<file path="src/rtl/npc_ras_unit.sv">
// Next-PC unit: owns the architectural PC, computes sequential/branch/jump targets,
// and keeps a circular return-address stack that checks return predictions.
module npc_ras_unit #(
    parameter int unsigned         WIDTH     = 32,
    parameter logic [WIDTH-1:0]    RESET_PC  = 32'h0000_3000,
    parameter int unsigned         OFF_BITS  = 16,
    parameter int unsigned         ABS_BITS  = 26,
    parameter int unsigned         RAS_DEPTH = 4
) (
    input  logic                clk,
    input  logic                rst,
    input  logic                pc_wr,
    input  logic [2:0]          npc_op,
    input  logic                br_taken,
    input  logic [OFF_BITS-1:0] imm_off,
    input  logic [ABS_BITS-1:0] imm_abs,
    input  logic [WIDTH-1:0]    pc_jr,
    output logic [WIDTH-1:0]    pc,
    output logic [WIDTH-1:0]    pc_plus4,
    output logic [WIDTH-1:0]    npc,
    output logic                ras_empty,
    output logic                ras_full,
    output logic                ras_ovf,
    output logic                ras_miss,
    output logic                align_err
);

    localparam int unsigned PTR_W = (RAS_DEPTH > 1) ? $clog2(RAS_DEPTH) : 1;
    localparam int unsigned CNT_W = PTR_W + 1;
    localparam logic [CNT_W-1:0] FULL_CNT = CNT_W'(RAS_DEPTH);

    typedef enum logic [2:0] {
        OP_SEQ = 3'b000,
        OP_BR  = 3'b001,
        OP_J   = 3'b010,
        OP_JR  = 3'b011,
        OP_JAL = 3'b100,
        OP_RET = 3'b101
    } npc_op_e;

    logic [WIDTH-1:0] pc_q, pc_d;
    logic [PTR_W-1:0] ptr_q, ptr_d;
    logic [CNT_W-1:0] cnt_q, cnt_d;
    logic             ovf_q, ovf_d;
    logic             miss_q, miss_d;
    logic             align_q, align_d;

    logic [WIDTH-1:0] ras_mem_q [RAS_DEPTH];

    logic [WIDTH-1:0] off_ext;
    logic [WIDTH-1:0] br_target;
    logic [WIDTH-1:0] j_target;
    logic [WIDTH-1:0] raw_target;
    logic [PTR_W-1:0] ptr_dec;
    logic [WIDTH-1:0] ras_pred;
    logic             is_push;
    logic             is_pop;

    // Target generation; the raw target keeps its low bits so misalignment can be flagged.
    always_comb begin
        pc_plus4   = pc_q + WIDTH'(4);
        off_ext    = {{(WIDTH-OFF_BITS-2){imm_off[OFF_BITS-1]}}, imm_off, 2'b00};
        br_target  = pc_q + off_ext;
        j_target   = {pc_plus4[WIDTH-1:ABS_BITS+2], imm_abs, 2'b00};
        raw_target = pc_plus4;
        is_push    = 1'b0;
        is_pop     = 1'b0;
        unique case (npc_op)
            OP_BR:   raw_target = br_taken ? br_target : pc_plus4;
            OP_J:    raw_target = j_target;
            OP_JAL: begin
                raw_target = j_target;
                is_push    = 1'b1;
            end
            OP_JR:   raw_target = pc_jr;
            OP_RET: begin
                raw_target = pc_jr;
                is_pop     = 1'b1;
            end
            default: raw_target = pc_plus4;
        endcase
        npc = {raw_target[WIDTH-1:2], 2'b00};
    end

    assign ptr_dec  = ptr_q - PTR_W'(1);
    assign ras_pred = ras_mem_q[ptr_dec];

    always_comb begin
        pc_d    = pc_q;
        ptr_d   = ptr_q;
        cnt_d   = cnt_q;
        ovf_d   = ovf_q;
        miss_d  = 1'b0;
        align_d = 1'b0;
        if (pc_wr) begin
            pc_d    = npc;
            align_d = (raw_target[1:0] != 2'b00);
            if (is_push) begin
                ptr_d = ptr_q + PTR_W'(1);
                if (cnt_q == FULL_CNT) begin
                    ovf_d = 1'b1;
                end else begin
                    cnt_d = cnt_q + CNT_W'(1);
                end
            end else if (is_pop) begin
                // An empty stack cannot predict, so the return always counts as a miss.
                if (cnt_q != '0) begin
                    ptr_d  = ptr_dec;
                    cnt_d  = cnt_q - CNT_W'(1);
                    miss_d = (ras_pred != pc_jr);
                end else begin
                    miss_d = 1'b1;
                end
            end
        end
    end

    always_ff @(posedge clk or posedge rst) begin
        if (rst) begin
            pc_q    <= RESET_PC;
            ptr_q   <= '0;
            cnt_q   <= '0;
            ovf_q   <= 1'b0;
            miss_q  <= 1'b0;
            align_q <= 1'b0;
        end else begin
            pc_q    <= pc_d;
            ptr_q   <= ptr_d;
            cnt_q   <= cnt_d;
            ovf_q   <= ovf_d;
            miss_q  <= miss_d;
            align_q <= align_d;
        end
    end

    // Entries carry no reset; validity is tracked by the count alone.
    always_ff @(posedge clk) begin
        if (pc_wr && is_push) begin
            ras_mem_q[ptr_q] <= pc_plus4;
        end
    end

    assign pc        = pc_q;
    assign ras_empty = (cnt_q == '0);
    assign ras_full  = (cnt_q == FULL_CNT);
    assign ras_ovf   = ovf_q;
    assign ras_miss  = miss_q;
    assign align_err = align_q;

endmodule

</file>
<file path="config.mk">
export PLATFORM = sky130hd
export DESIGN_NAME = npc_ras_unit
export DESIGN_NICKNAME = d
export VERILOG_FILES = /design/src/rtl/npc_ras_unit.sv
export SDC_FILE = /design/constraint.sdc
export NUM_CORES = 1
export LEC_CHECK = 0
export BUFFER_PORTS_ARGS = -buffer_cell sky130_fd_sc_hd__buf_4
export CAP_MARGIN = 0
export CORE_UTILIZATION = 35
export CTS_CLUSTER_SIZE = 8
export DETAILED_ROUTE_END_ITERATION = 7
export PLACE_DENSITY = 0.68
export SYNTH_ARGS = -nofsm -noshare
export SYNTH_HDL_FRONTEND = slang
export SYNTH_SLANG_ARGS = --single-unit
</file>
<file path="constraint.sdc">
create_clock -name clk -period 2.6 [get_ports clk]
set_input_delay 0.26 -clock clk [delete_from_list [all_inputs] [get_ports clk]]
set_output_delay 0.26 -clock clk [all_outputs]
set_load 0.02 [all_outputs]
</file>
# Yosys cells after proc, flatten, opt, wreduce, memory -nomap -nowiden
# Memory sizes are Yosys's and may differ from the RTL's.
# Cells that the tools add are included.
[classes]
n_addsub = 6
reduce_logical = 11
eq_ne = 8
n_mux = 18
[op_table]
columns = ["op", "n"]
rows = [
  ["$pmux W32 S3", 1],
  ["$add A32 B3 Y32 const B", 1],
  ["$add A32 B32 Y32", 1],
  ["$mux W32", 1],
  ["$ne A32 B32 Y1", 1],
  ["$mux W3", 4],
  ["$eq A3 B3 Y1 const B", 3],
  ["$mux W1", 9],
  ["$eq A3 B2 Y1 const B", 2],
  ["$mux W2", 3],
  ["$reduce_and A3 Y1", 2],
  ["$reduce_bool A2 Y1", 3],
  ["$reduce_and A4 Y1", 1],
  ["$reduce_or A2 Y1", 2],
  ["$add A3 B1 Y3 const B", 1],
  ["$eq A3 B1 Y1 const B", 1],
  ["$logic_not A3 Y1", 1],
  ["$reduce_bool A3 Y1", 1],
  ["$sub A3 B1 Y3 const B", 1],
  ["$add A2 B1 Y2 const B", 1],
  ["$ne A2 B2 Y1 const B", 1],
  ["$sub A2 B1 Y2 const B", 1],
  ["$logic_and A1 B1 Y1", 1],
]
[word_totals]
elab_cells = 50
mem_count = 1
regBits = 38
ramBits = 128
inputBits = 81
[memory_table]
columns = ["name", "words", "word_bits", "rd", "rd_ports_with_merged_regs", "write_ports", "line_no", "text"]
rows = [
  ["ras_mem_q", 4, 32, 1, 0, 1, "48", "logic [WIDTH-1:0] ras_mem_q [RAS_DEPTH];"],
]

# Longest topological paths before layout
# Gate-level depths: netlist of run 1.
# An unclocked memory read counts as a cell.
[logic_depth]
ltp_word = 7
ltp_mapped = 10

# Least setup slack after synthesis of run 1
# Ideal clock, no wire load.
[synth_timing]
path_type = "register to output"
start = "reg pc_q[3], in the netlist pc[3]"
end = "out npc[28]"
stages_incl_launch_ff = 11
arrival_time_ns = 2.963
setup_slack_ns = -0.623
path_buffers = 1
path_cell_list = "dfrtp_1 ha_1 nand4_1 or3_1 buf_2 nor4b_4 xor2_1 nor2_1 o21ai_0 nand3_1 o21bai_1"
[synth_between]
elab_chain_len = 3
[synth_rtl]
columns = ["item", "line_no", "text"]
rows = [
  ["from (decl)", "41", "logic [WIDTH-1:0] pc_q, pc_d;"],
  ["from (signal assigned)", "127", "pc_q <= pc_d;"],
  ["$add A32 B3 Y32 (*)", "61", "pc_plus4 = pc_q + WIDTH'(4);"],
  ["via pc_plus4[28]", "19", "output logic [WIDTH-1:0] pc_plus4,"],
  ["$mux W32", "69", "OP_BR: raw_target = br_taken ? br_target : pc_plus4;"],
  ["$pmux W32 S3 (*)", "68", "unique case (npc_op)"],
  ["to (decl)", "20", "output logic [WIDTH-1:0] npc,"],
]
# Mark *: on every way through the listed nets, which the timed path passes. The rest lies on a longest branch.

# Final worst setup path of run 1
[layout_timing]
start = "reg pc_q[2], in the netlist pc[2]"
end = "out npc[14]"
[layout_between]
elab_chain_len = 3
[layout_rtl]
columns = ["item", "line_no"]
rows = [
  ["$add A32 B3 Y32 or $add A32 B32 Y32 (tied branches)", "61, 63"],
  ["$mux W32", "69"],
  ["$pmux W32 S3 (*)", "68"],
]
# Every way passes the cells marked *; elsewhere a longest branch is shown, timed or not.

==> results of run 1 <==
==> area by class of cell <==
class	count	area [um2]	share of cell area, %
clock inverter	15	140	0.902
inverter	30	113	0.725
antenna	1	2.50	0.0161
multi-input combinational	632	6100	39.3
sequential	158	4560	29.4
timing repair buffer	445	3760	24.2
tap	341	427	2.75
clock buffer	17	425	2.74
==> worst reg2reg max path: stages (launching register included) <==
cell and delay [ns]:
dfstp_2 0.55, buf_6 0.10, ha_4 0.20, and3_1 0.23
nor2b_2 0.20, or3_1 0.36, o21ai_0 0.27, o211ai_1 0.16
xnor2_1 0.25, o221ai_2 0.17, mux2_2 0.29
==> metal layers <==
layer	part of all wire [%]	GRT usage, %	up-vias
met1	41	32.5	4593
met2	50	42.3	373
li1	-	-	4125
met5	0	0	-
met4	3.6	8.81	0
met3	5.5	3.08	73
==> where the power goes <==
group          switching, mW  internal, mW
Sequential             0.188          3.04
Clock                   1.19          1.27
Combinational           3.53          3.50
Total                   4.90          7.81
==> layout by cell type, fill, tap and decap left out, drive strengths merged, types with 11 or more instances in the layout <==
master,n
edfxtp,120
clkbuf,17
mux4,30
a31oi,11
a21o,17
and3,17
a21oi,51
buf,444
xnor2,54
mux2i,19
nor2,66
ha,34
nand2,64
o21ai,36
nand3,29
dfrtp,36
xor2,24
nand4,17
inv,39
nor3,15
mux2,11
==> how the worst max path moves through the flow <==
stage          start      end  cells after the start
2_1_floorplan  pc[3]  npc[28]                     10
3_3_place_gp   pc[2]  npc[28]                     12
3_5_place_dp   pc[2]  npc[28]                     12
4_1_cts        pc[2]  npc[14]                     11
5_1_grt        pc[2]  npc[14]                     11
6_report       pc[2]  npc[14]                     11
==> Yosys cell counts, types with 23 or more instances <==
master    number  area share (%)
mux4_2        30             7.0
nand2_1       64             2.5
a21oi_1       51             2.6
clkbuf_1      23            0.89
inv_1         29             1.1
ha_1          34             4.4
nor2_1        65             2.5
o21ai_0       33             1.7
nand3_1       28             1.4
edfxtp_1     120              37
xor2_1        24             2.2
dfrtp_1       36             9.3
xnor2_1       52             4.7
==> metrics by stage <==
step           TNS, ns  worst slack, ns  total power, mW  instance area [um2]  hold slack, ns
3_3_place_gp     -6.33           -0.466             9.03                13100           0.453
3_5_place_dp     -7.02           -0.473             9.11                13100           0.455
2_1_floorplan    -2.08           -0.229             6.56                 9990           0.405
4_1_cts         -21.05           -0.822             12.2                14900          0.0644
6_report        -23.92           -0.869             12.7                15500          0.0702
5_1_grt         -28.19           -0.933             13.3                15500          0.0679
==> logic make-up after synthesis <==
logic type | Yosys count | share of synthesized area (%)
AND/OR/NAND/NOR | 257 | 13.5
buffers and inverters | 72 | 3.18
XOR/XNOR | 79 | 7.57
other | 1 | 0.0388
adder cells (fa/ha/maj) | 36 | 4.81
flip-flops | 158 | 47.1
AO/OA/AOI/OAI | 194 | 13.5
multiplexers | 60 | 10.2
==> what timing repair did <==
action,CTS,global route
pin swaps,68,57
hold endpoints to repair,18,0
buffers inserted,60,36
gates cloned,0,0
setup endpoints to repair,62,93
hold buffers,1,0
gates resized for setup,189,110
==> registers in the layout, indices dropped and copies added, names as in the netlist <==
signal	count
ras_ovf	1
align_err	1
ras_mem_q	120
cnt_q	3
pc	30
ptr_q	2
ras_miss	1
==> results.json, run 1 <==
{
  "gp_congestion": 0.927,
  "yosysSeqAreaShare_pct": 47.1,
  "netlist_area_um2": 9670,
  "cts_tree": "built",
  "drcViolationCount": 0,
  "max_slew_margin_pct": 41.5,
  "crit_top_cell": "a21oi_2",
  "cp-end-kind": "output pin",
  "syn_inst": 857,
  "arrival_ns": 3.21,
  "timing.fmax_mhz": 288,
  "syn2layout_area_growth_pct": 60.7,
  "ys_seq_elements": 158,
  "period_share_pct": 133,
  "hold_path_class": "in -> reg",
  "finalWirelength_um": 36300,
  "gr-total-overflow": 0,
  "final-hold-violation-count": 0,
  "path_cells": "ha_4 -> fa_2 -> a21o_1 -> a22oi_2 -> a21oi_2 -> or3_1 -> a21oi_2 -> xnor2_1 -> a222oi_1 -> inv_1 -> buf_6",
  "min_to": "align_err",
  "skew_ns": 0.0111,
  "portBuffers": 175,
  "critical_path.top_delay_family": "compound AO/OA/AOI/OAI gates",
  "worstMarginPinSlew_ns": 0.871,
  "die_height_um": 168,
  "cts_max_level": 4,
  "dp.cells": 1547,
  "violations": "setup timing",
  "fin_util_pct": 57.5,
  "grt_setup_unrepaired": "yes",
  "cap_violations": 0,
  "synth_area_per_cell_um2": 11.3,
  "r2r-end": "pc[18]",
  "core-area_um2": 27000,
  "cts_sinks": 158,
  "synth_edf_count": 120,
  "clock_latency_ns": 0.43,
  "grt_max_degree": 45,
  "post-dp-hpwl_um": 26600,
  "synthArstFlopShare_pct": 24.1,
  "fin_crit_ns": 3.47,
  "finalNonFillerCells": 1639,
  "drtAntennaViolNets": 0,
  "io_pins": 182,
  "vias_per_cell": 5.59,
  "reg2reg_depth": 10,
  "antenna_found_initial": 1,
  "grt_usage_pct": 24.8,
  "grt_pass1_vias": 8878,
  "grt_first_pass_wirelength_um": 52600,
  "slew_viol_final": 0,
  "dieArea_um2": 28300,
  "die_w_um": 168,
  "vdd_drop_max_v": 0.000491,
  "worst_slack_ns": -0.869,
  "critPathMaxFanout": 3,
  "drt_iter0_markers": 743,
  "num_rows": 60,
  "routedWlPerCell_um": 22.2,
  "synth_warnings": 0,
  "r2r-start": "pc[12]",
  "rrSetupSlack_ns": -0.31,
  "hold_path_depth": 2,
  "slowest_delay_ns": 0.42,
  "worst_ep_required_time_ns": 2.34,
  "crit_buf_inv": 2,
  "worst_path_max_delay_cell": "dfrtp_2",
  "setup_viol_count_final": 70,
  "worstHoldStart": "pc_jr[1]",
  "synth-main-ff-cell": "edfxtp_1",
  "clock_path_buffers": 2,
  "cts_inserted_buffers": 17,
  "drt_pass1_iterations": 5,
  "start_util_pct": 35.8,
  "outcome": "finished, violations left",
  "power.leakage_nw": 6.48,
  "drive_above_1_share_pct": 53.5,
  "path_class": "reg -> out",
  "via_count": 9164,
  "netlist-cell-type-count": 79,
  "p_per_area_nw_per_um2": 819,
  "startpoint_type": "flop",
  "fillers": 2192,
  "clk_pin_slew_worst_paths_ns": 0.07,
  "cts_root_buffer": "clkbuf_16",
  "final_net_count": 1401
}
Power figures use the tool's default switching activity.
==> run 2: changes to the inputs <==
--- a/config.mk
+++ b/config.mk
@@ -5,12 +5,13 @@
 export SDC_FILE = /design/constraint.sdc
 export NUM_CORES = 1
 export LEC_CHECK = 0
+export ABC_AREA = 1
 export BUFFER_PORTS_ARGS = -buffer_cell sky130_fd_sc_hd__buf_4
 export CAP_MARGIN = 0
 export CORE_UTILIZATION = 35
 export CTS_CLUSTER_SIZE = 8
 export DETAILED_ROUTE_END_ITERATION = 7
-export PLACE_DENSITY = 0.68
+export PLACE_DENSITY = 0.67
 export SYNTH_ARGS = -nofsm -noshare
 export SYNTH_HDL_FRONTEND = slang
 export SYNTH_SLANG_ARGS = --single-unit
==> run 2 against run 1 <==
The run ends with DRC, setup timing left. Critical path type unchanged. Highest routed layer unchanged. Final cell count rose by 33%. Routed wire length up 23%. Non-clock buffer count is 117 lower. Die area grew 12%.
==> results.json, run 2 <==
{
  "num_rows": 64,
  "p_clk_share_pct": 20.0,
  "synth_warnings": 0,
  "clock_path_buffers": 2,
  "synth_area_leaders": "edfxtp_1, nand2_1, dfrtp_1",
  "final_common_cell": "nand2_1",
  "grt_usage_pct": 27.1,
  "power_frac_comb_pct": 55.1,
  "fillers": 2764,
  "top_register": "ras_mem_q",
  "startpoint_type": "flop",
  "arrival_ns": 2.64,
  "switchingPower_mw": 5.82,
  "synth_edf_count": 120,
  "portBuffers": 175,
  "slew_viol_final": 0,
  "cp-startpoint": "pc[2]",
  "dp_slack_ns": 0.0298,
  "critical_path.top_delay_family": "simple AND/OR/NAND/NOR gates",
  "cap_violations": 0,
  "gp_congestion": 0.939,
  "p_per_area_nw_per_um2": 796,
  "antenna_cells": 0,
  "critical_path.endpoint": "npc[16]",
  "worst_ep_required_time_ns": 2.34,
  "cts_root_buffer": "clkbuf_16",
  "setup_viol_count_final": 29,
  "drive_above_1_share_pct": 39.9,
  "drtAntennaViolNets": 0,
  "fin_crit_ns": 2.90,
  "final-hold-violation-count": 0,
  "multi_input_area_um2": 6910,
  "vias_per_cell": 5.29,
  "rrSetupSlack_ns": 0.01,
  "cts_max_level": 4,
  "syn_inst": 1460,
  "skew_ns": 0.0143,
  "layout_common_cells": "nand2_1, buf_4, inv_1",
  "synthTopCellsByCount": "nand2_1, inv_1, nand3_1, edfxtp_1, nor2_1",
  "io_pins": 182,
  "drcViolationCount": 1,
  "whs_ns": 0.130,
  "worst_path_max_delay_cell": "dfrtp_1",
  "path_class": "reg -> out",
  "syn2layout_area_growth_pct": 48.5,
  "die_w_um": 178,
  "yosysSeqAreaShare_pct": 42.0,
  "slowest_delay_ns": 0.43,
  "synth.top_cell.area_share_pct": 33.2,
  "cts_sinks": 158,
  "period_share_pct": 112,
  "synth_area_per_cell_um2": 7.43,
  "drt_iter0_markers": 1076,
  "r2r-start": "pc[2]",
  "synthArstFlopShare_pct": 24.1,
  "yosys.area.top_type": "edfxtp_1",
  "yosysMostFrequentCell": "nand2_1",
  "netlist-cell-type-count": 51,
  "via_count": 11500,
  "seqCellArea_um2": 4570,
  "cts_inserted_buffers": 17,
  "crit_buf_inv": 1,
  "finalPower_mw": 12.8,
  "die_height_um": 178,
  "r2r-end": "pc[14]",
  "violations": "DRC, setup timing",
  "max_slew_margin_pct": 60.7,
  "sw_frac_of_total_pct": 45.4,
  "critPathMaxFanout": 4,
  "start_util_pct": 35.6,
  "outcome": "finished, violations left",
  "grt_first_pass_wirelength_um": 62800,
  "ys_seq_elements": 158,
  "crit_cells": 12,
  "worst_slack_ns": -0.301,
  "largest_register_ffs": 120,
  "power.leakage_nw": 7.41,
  "post-dp-hpwl_um": 32600,
  "finalWirelength_um": 44600,
  "grt_max_degree": 64,
  "vdd_drop_max_v": 0.000461,
  "final_net_count": 1885,
  "routedWlPerCell_um": 20.5,
  "cts_tree": "built",
  "clk_pin_slew_worst_paths_ns": 0.08,
  "reg2reg_depth": 15,
  "core-area_um2": 30500,
  "clock_latency_ns": 0.44,
  "synth-main-ff-cell": "edfxtp_1",
  "crit_top_cell": "nand3_2",
  "hold_path_class": "in -> reg",
  "p_seq_share_pct": 24.9,
  "gr-total-overflow": 0,
  "antenna_found_initial": 0,
  "netlist_area_um2": 10800,
  "cp-end-kind": "output pin",
  "grt_setup_unrepaired": "yes",
  "drt_pass1_iterations": 8,
  "grt_pass1_vias": 10600,
  "timing.fmax_mhz": 345,
  "p_int_mw": 7.01,
  "path_cells": "ha_4 -> fa_2 -> nand3_2 -> nand3_4 -> nand2_2 -> nand2_4 -> nand3_2 -> nand2_2 -> or2_4 -> nand3_2 -> nand4_1 -> buf_4",
  "dieArea_um2": 31700,
  "worstMarginPinSlew_ns": 0.589
}
## run 2: cell count changes after synthesis, moves of 19 or more
cell | before | now
nand2_1 | 64 | 554
inv_1 | 29 | 166
mux4_2 | 30 | 0
inv_2 | 0 | 20
mux2i_1 | 19 | 0
nand3_1 | 28 | 147
nor2_1 | 65 | 93
xnor2_1 | 52 | 3
## run 2: metrics by stage
stage	TNS (ns)	area [um2]	std cells	util [%]
finish	-4.16	16100	2177	52.8
global placement	0	13000	2057	42.5
global route	-7.48	16100	2177	52.8
detailed placement	0	13000	2057	42.5
floorplan	0	10900	1465	-
CTS	-2.07	14800	2130	48.5
## run 2: repair_timing
| item | CTS | global route |
|---|---|---|
| setup buffers | 40 | 49 |
| resized for setup | 216 | 223 |
| setup endpoints to repair | 37 | 47 |
| endpoints found under the hold margin | 36 | 0 |
| pin swaps | 49 | 98 |
| hold buffers | 1 | 0 |
## run 2: final cells by class
type	instances	area share, %
clock inverters	15	1.06
well taps	396	3.08
multi-input cells	1076	42.9
clock buffers	17	2.64
flip-flops and latches	158	28.3
inverters	187	4.52
repair buffers	328	17.5
## run 2: cell families (layout without fill, tap and decap cells)
group / count (synthesis) / count (layout) / share of synthesized area, %
flip-flops: 158 / 158 / 42.0
AND/OR/NAND/NOR: 892 / 892 / 36.2
other: 1 / 6 / 0.0346
AO/OA/AOI/OAI: 110 / 110 / 5.78
adder cells (fa/ha/maj): 36 / 36 / 4.29
buffers and inverters: 231 / 547 / 9.09
XOR/XNOR: 31 / 31 / 2.50
multiplexers: 1 / 1 / 0.104
## run 2: worst reg2reg max path, stage by stage (launching register included)
cell and delay (ns):
dfrtp_1 0.43, ha_4 0.18, fa_2 0.40, nand3_2 0.09, nand3_4 0.11, nand3_2 0.09
nand3b_1 0.13, nor2_1 0.13, nor2_1 0.05, nand2_1 0.11, o2111ai_4 0.15, buf_4 0.18
buf_4 0.12, buf_4 0.13, nand2_1 0.05, o21ai_0 0.08
## run 2: how the worst min path moves through the flow
stage / startpoint / endpoint / slack (ns) / cells after the start
global route: pc_jr[1] / align_err / 0.15 / 3
CTS: pc_jr[1] / align_err / 0.13 / 3
global placement: rst / pc[29] / 0.44 / 3
finish: pc_jr[1] / align_err / 0.13 / 3
floorplan: npc_op[0] / align_err / 0.43 / 2
detailed placement: rst / align_err / 0.44 / 3
## run 2: routing by layer
| metal | share of wire, % | GRT usage, % |
|---|---|---|
| met1 | 39 | 35.5 |
| met2 | 49 | 45.6 |
| met3 | 8.3 | 3.62 |
| met4 | 3.8 | 9.51 |
| met5 | 0 | 0 |
## run 2: power by group through the flow
stage                     Combinational, mW  Clock, mW  Sequential (mW)
after floorplan                        3.44          0             3.33
after global placement                 5.75          0             3.19
after detailed placement               5.80          0             3.20
after CTS                              6.40       2.56             3.18
after global routing                   7.58       2.69             3.21
final                                  7.07       2.56             3.19
==> run 3: changes to the inputs <==
==> constraint.sdc (replaced) <==
create_clock -name clk -period 2.6 [get_ports clk]
set_input_delay 0.13 -clock clk [delete_from_list [all_inputs] [get_ports clk]]
set_output_delay 0.13 -clock clk [all_outputs]
set_load 0.02 [all_outputs]
==> run 3 against run 2 <==
The run ends with setup timing left. Fmax increased by 5.1%. Clock skew increased by 0.0075 ns. Die area unchanged. Flip-flop and latch count unchanged. Power is 5.1% lower. Hold slack worse by 0.018 ns. Global-route usage fell by 0.76 points. Final area is 6.9% lower. Count of clock-buffer cells in the layout did not move. Critical endpoint unchanged.
==> results.json, run 3 (same netlist as run 2, synthesis figures left out) <==
{
  "dp.cells": 2057,
  "clock_latency_ns": 0.44,
  "layout_common_cells": "nand2_1, buf_4, inv_1",
  "io_pins": 182,
  "portBuffers": 175,
  "p_seq_share_pct": 26.2,
  "drtAntennaViolNets": 0,
  "worstMarginPinSlew_ns": 0.692,
  "setup_viol_count_final": 13,
  "whs_ns": 0.112,
  "worst_ep_required_time_ns": 2.47,
  "cts_inserted_buffers": 17,
  "die_w_um": 178,
  "syn2layout_area_growth_pct": 38.3,
  "dieArea_um2": 31700,
  "largest_register_ffs": 120,
  "grt_first_pass_wirelength_um": 61100,
  "p_int_mw": 6.77,
  "fillers": 2896,
  "num_rows": 64,
  "seqCellArea_um2": 4570,
  "timing.fmax_mhz": 362,
  "antenna_cells": 0,
  "gr-total-overflow": 0,
  "slew_viol_final": 0,
  "max_slew_margin_pct": 53.8,
  "sw_frac_of_total_pct": 44.3,
  "outcome": "finished, violations left",
  "period_share_pct": 106,
  "drive_above_1_share_pct": 33.4,
  "multi_input_area_um2": 6350,
  "grt_setup_unrepaired": "yes",
  "switchingPower_mw": 5.40,
  "dp_slack_ns": 0.101,
  "violations": "setup timing",
  "cts_root_buffer": "clkbuf_16",
  "cap_violations": 0,
  "finalNonFillerCells": 2141,
  "die_height_um": 178,
  "start_util_pct": 35.6,
  "routedWlPerCell_um": 19.8,
  "power_frac_comb_pct": 53.1,
  "grt_max_degree": 64,
  "cp-end-kind": "output pin",
  "cts_max_level": 4,
  "drt_pass1_iterations": 5,
  "path_class": "reg -> out",
  "clock_path_buffers": 2,
  "vdd_drop_max_v": 0.000504,
  "power.leakage_nw": 6.97,
  "grt_usage_pct": 26.4,
  "p_per_area_nw_per_um2": 811,
  "core-area_um2": 30500,
  "clk_pin_slew_worst_paths_ns": 0.08,
  "finalWirelength_um": 42400,
  "antenna_found_initial": 0,
  "final-hold-violation-count": 0,
  "fin_crit_ns": 2.76,
  "cts_sinks": 158,
  "final_net_count": 1849,
  "grt_pass1_vias": 10600,
  "vias_per_cell": 5.23,
  "post-dp-hpwl_um": 32000,
  "worst_slack_ns": -0.162,
  "via_count": 11200,
  "final_common_cell": "nand2_1",
  "startpoint_type": "flop",
  "gp_congestion": 0.973,
  "cts_tree": "built",
  "finalPower_mw": 12.2,
  "drt_iter0_markers": 1260,
  "skew_ns": 0.0218,
  "hold_path_class": "in -> reg",
  "drcViolationCount": 0,
  "critPathMaxFanout": 4,
  "top_register": "ras_mem_q",
  "p_clk_share_pct": 20.8,
  "arrival_ns": 2.63
}
-- run 3: cell types whose count changed in the layout (fill, tap and decap cells not counted), moves of 11 or more --
cell     previous run  this run
buf_4             256       268
buf_6              61        18
nand2_1           452       490
nand2_2            80        61
nand2_4            34        18
nand3_1           116       127
-- run 3: cell type report --
type                            count  share of cell area (%)
Multi-Input combinational cell   1076                    42.3
Inverter                          187                    4.72
Timing Repair Buffer              292                    15.4
Clock buffer                       17                    2.84
Tap cell                          396                    3.30
Sequential cell                   158                    30.4
Clock inverter                     15                    1.04
-- run 3: final timing paths --
kind	start	endpoint	slack, ns	depth (start not counted)
max	pc[2]	npc[16]	-0.16	12
min	npc_op[0]	ras_ovf	0.11	3
max reg2reg	pc[2]	pc[16]	-0.12	17
min reg2reg	ras_ovf	ras_ovf	0.48	1
max in group asynchronous	rst	pc[11]	1.73	4
min in group asynchronous	rst	pc[26]	0.41	4
-- run 3: layer usage --
metal	part of all wire, %	GRT usage (%)	vias to the layer above
met4	4.9	13.4	0
li1	-	-	5261
met3	7.8	4.07	114
met2	47	42.6	558
met1	40	34.1	5260
met5	0	0	-
-- run 3: power groups by stage --
stage	clock, mW	sequential (mW)	combinational (mW)
finish	2.53	3.18	6.46
global route	2.64	3.20	7.03
CTS	2.53	3.16	6.02
detailed placement	0	3.18	5.66
global placement	0	3.18	5.60
floorplan	0	3.33	3.44
-- run 3: worst max-delay path: stages, from the launching register on --
cell and delay [ns]:
dfrtp_1 0.42, ha_4 0.18, fa_2 0.35, nand3_2 0.09, nand3_4 0.10, nand2_2 0.11, nand2_4 0.07, nand3_2 0.08
nand2_2 0.06, or2_4 0.22, nand3_2 0.06, nand4_1 0.20, buf_4 0.24
-- run 3: repair_timing --
item / 4_1_cts / 5_1_grt
setup buffers: 25 / 24
hold endpoints to repair: 37 / 0
pin swaps: 36 / 52
hold buffers: 3 / 0
endpoints found under the setup margin: 23 / 31
resized for setup: 120 / 134
-- run 3: stage by stage --
stage / setup TNS [ns] / utilization (%) / area (um2)
after floorplan: 0 / - / 10900
after global placement: 0 / 42.4 / 12900
after detailed placement: 0 / 42.4 / 12900
after CTS: -0.569 / 46.9 / 14300
after global routing: -2.27 / 49.2 / 15000
final: -0.649 / 49.2 / 15000
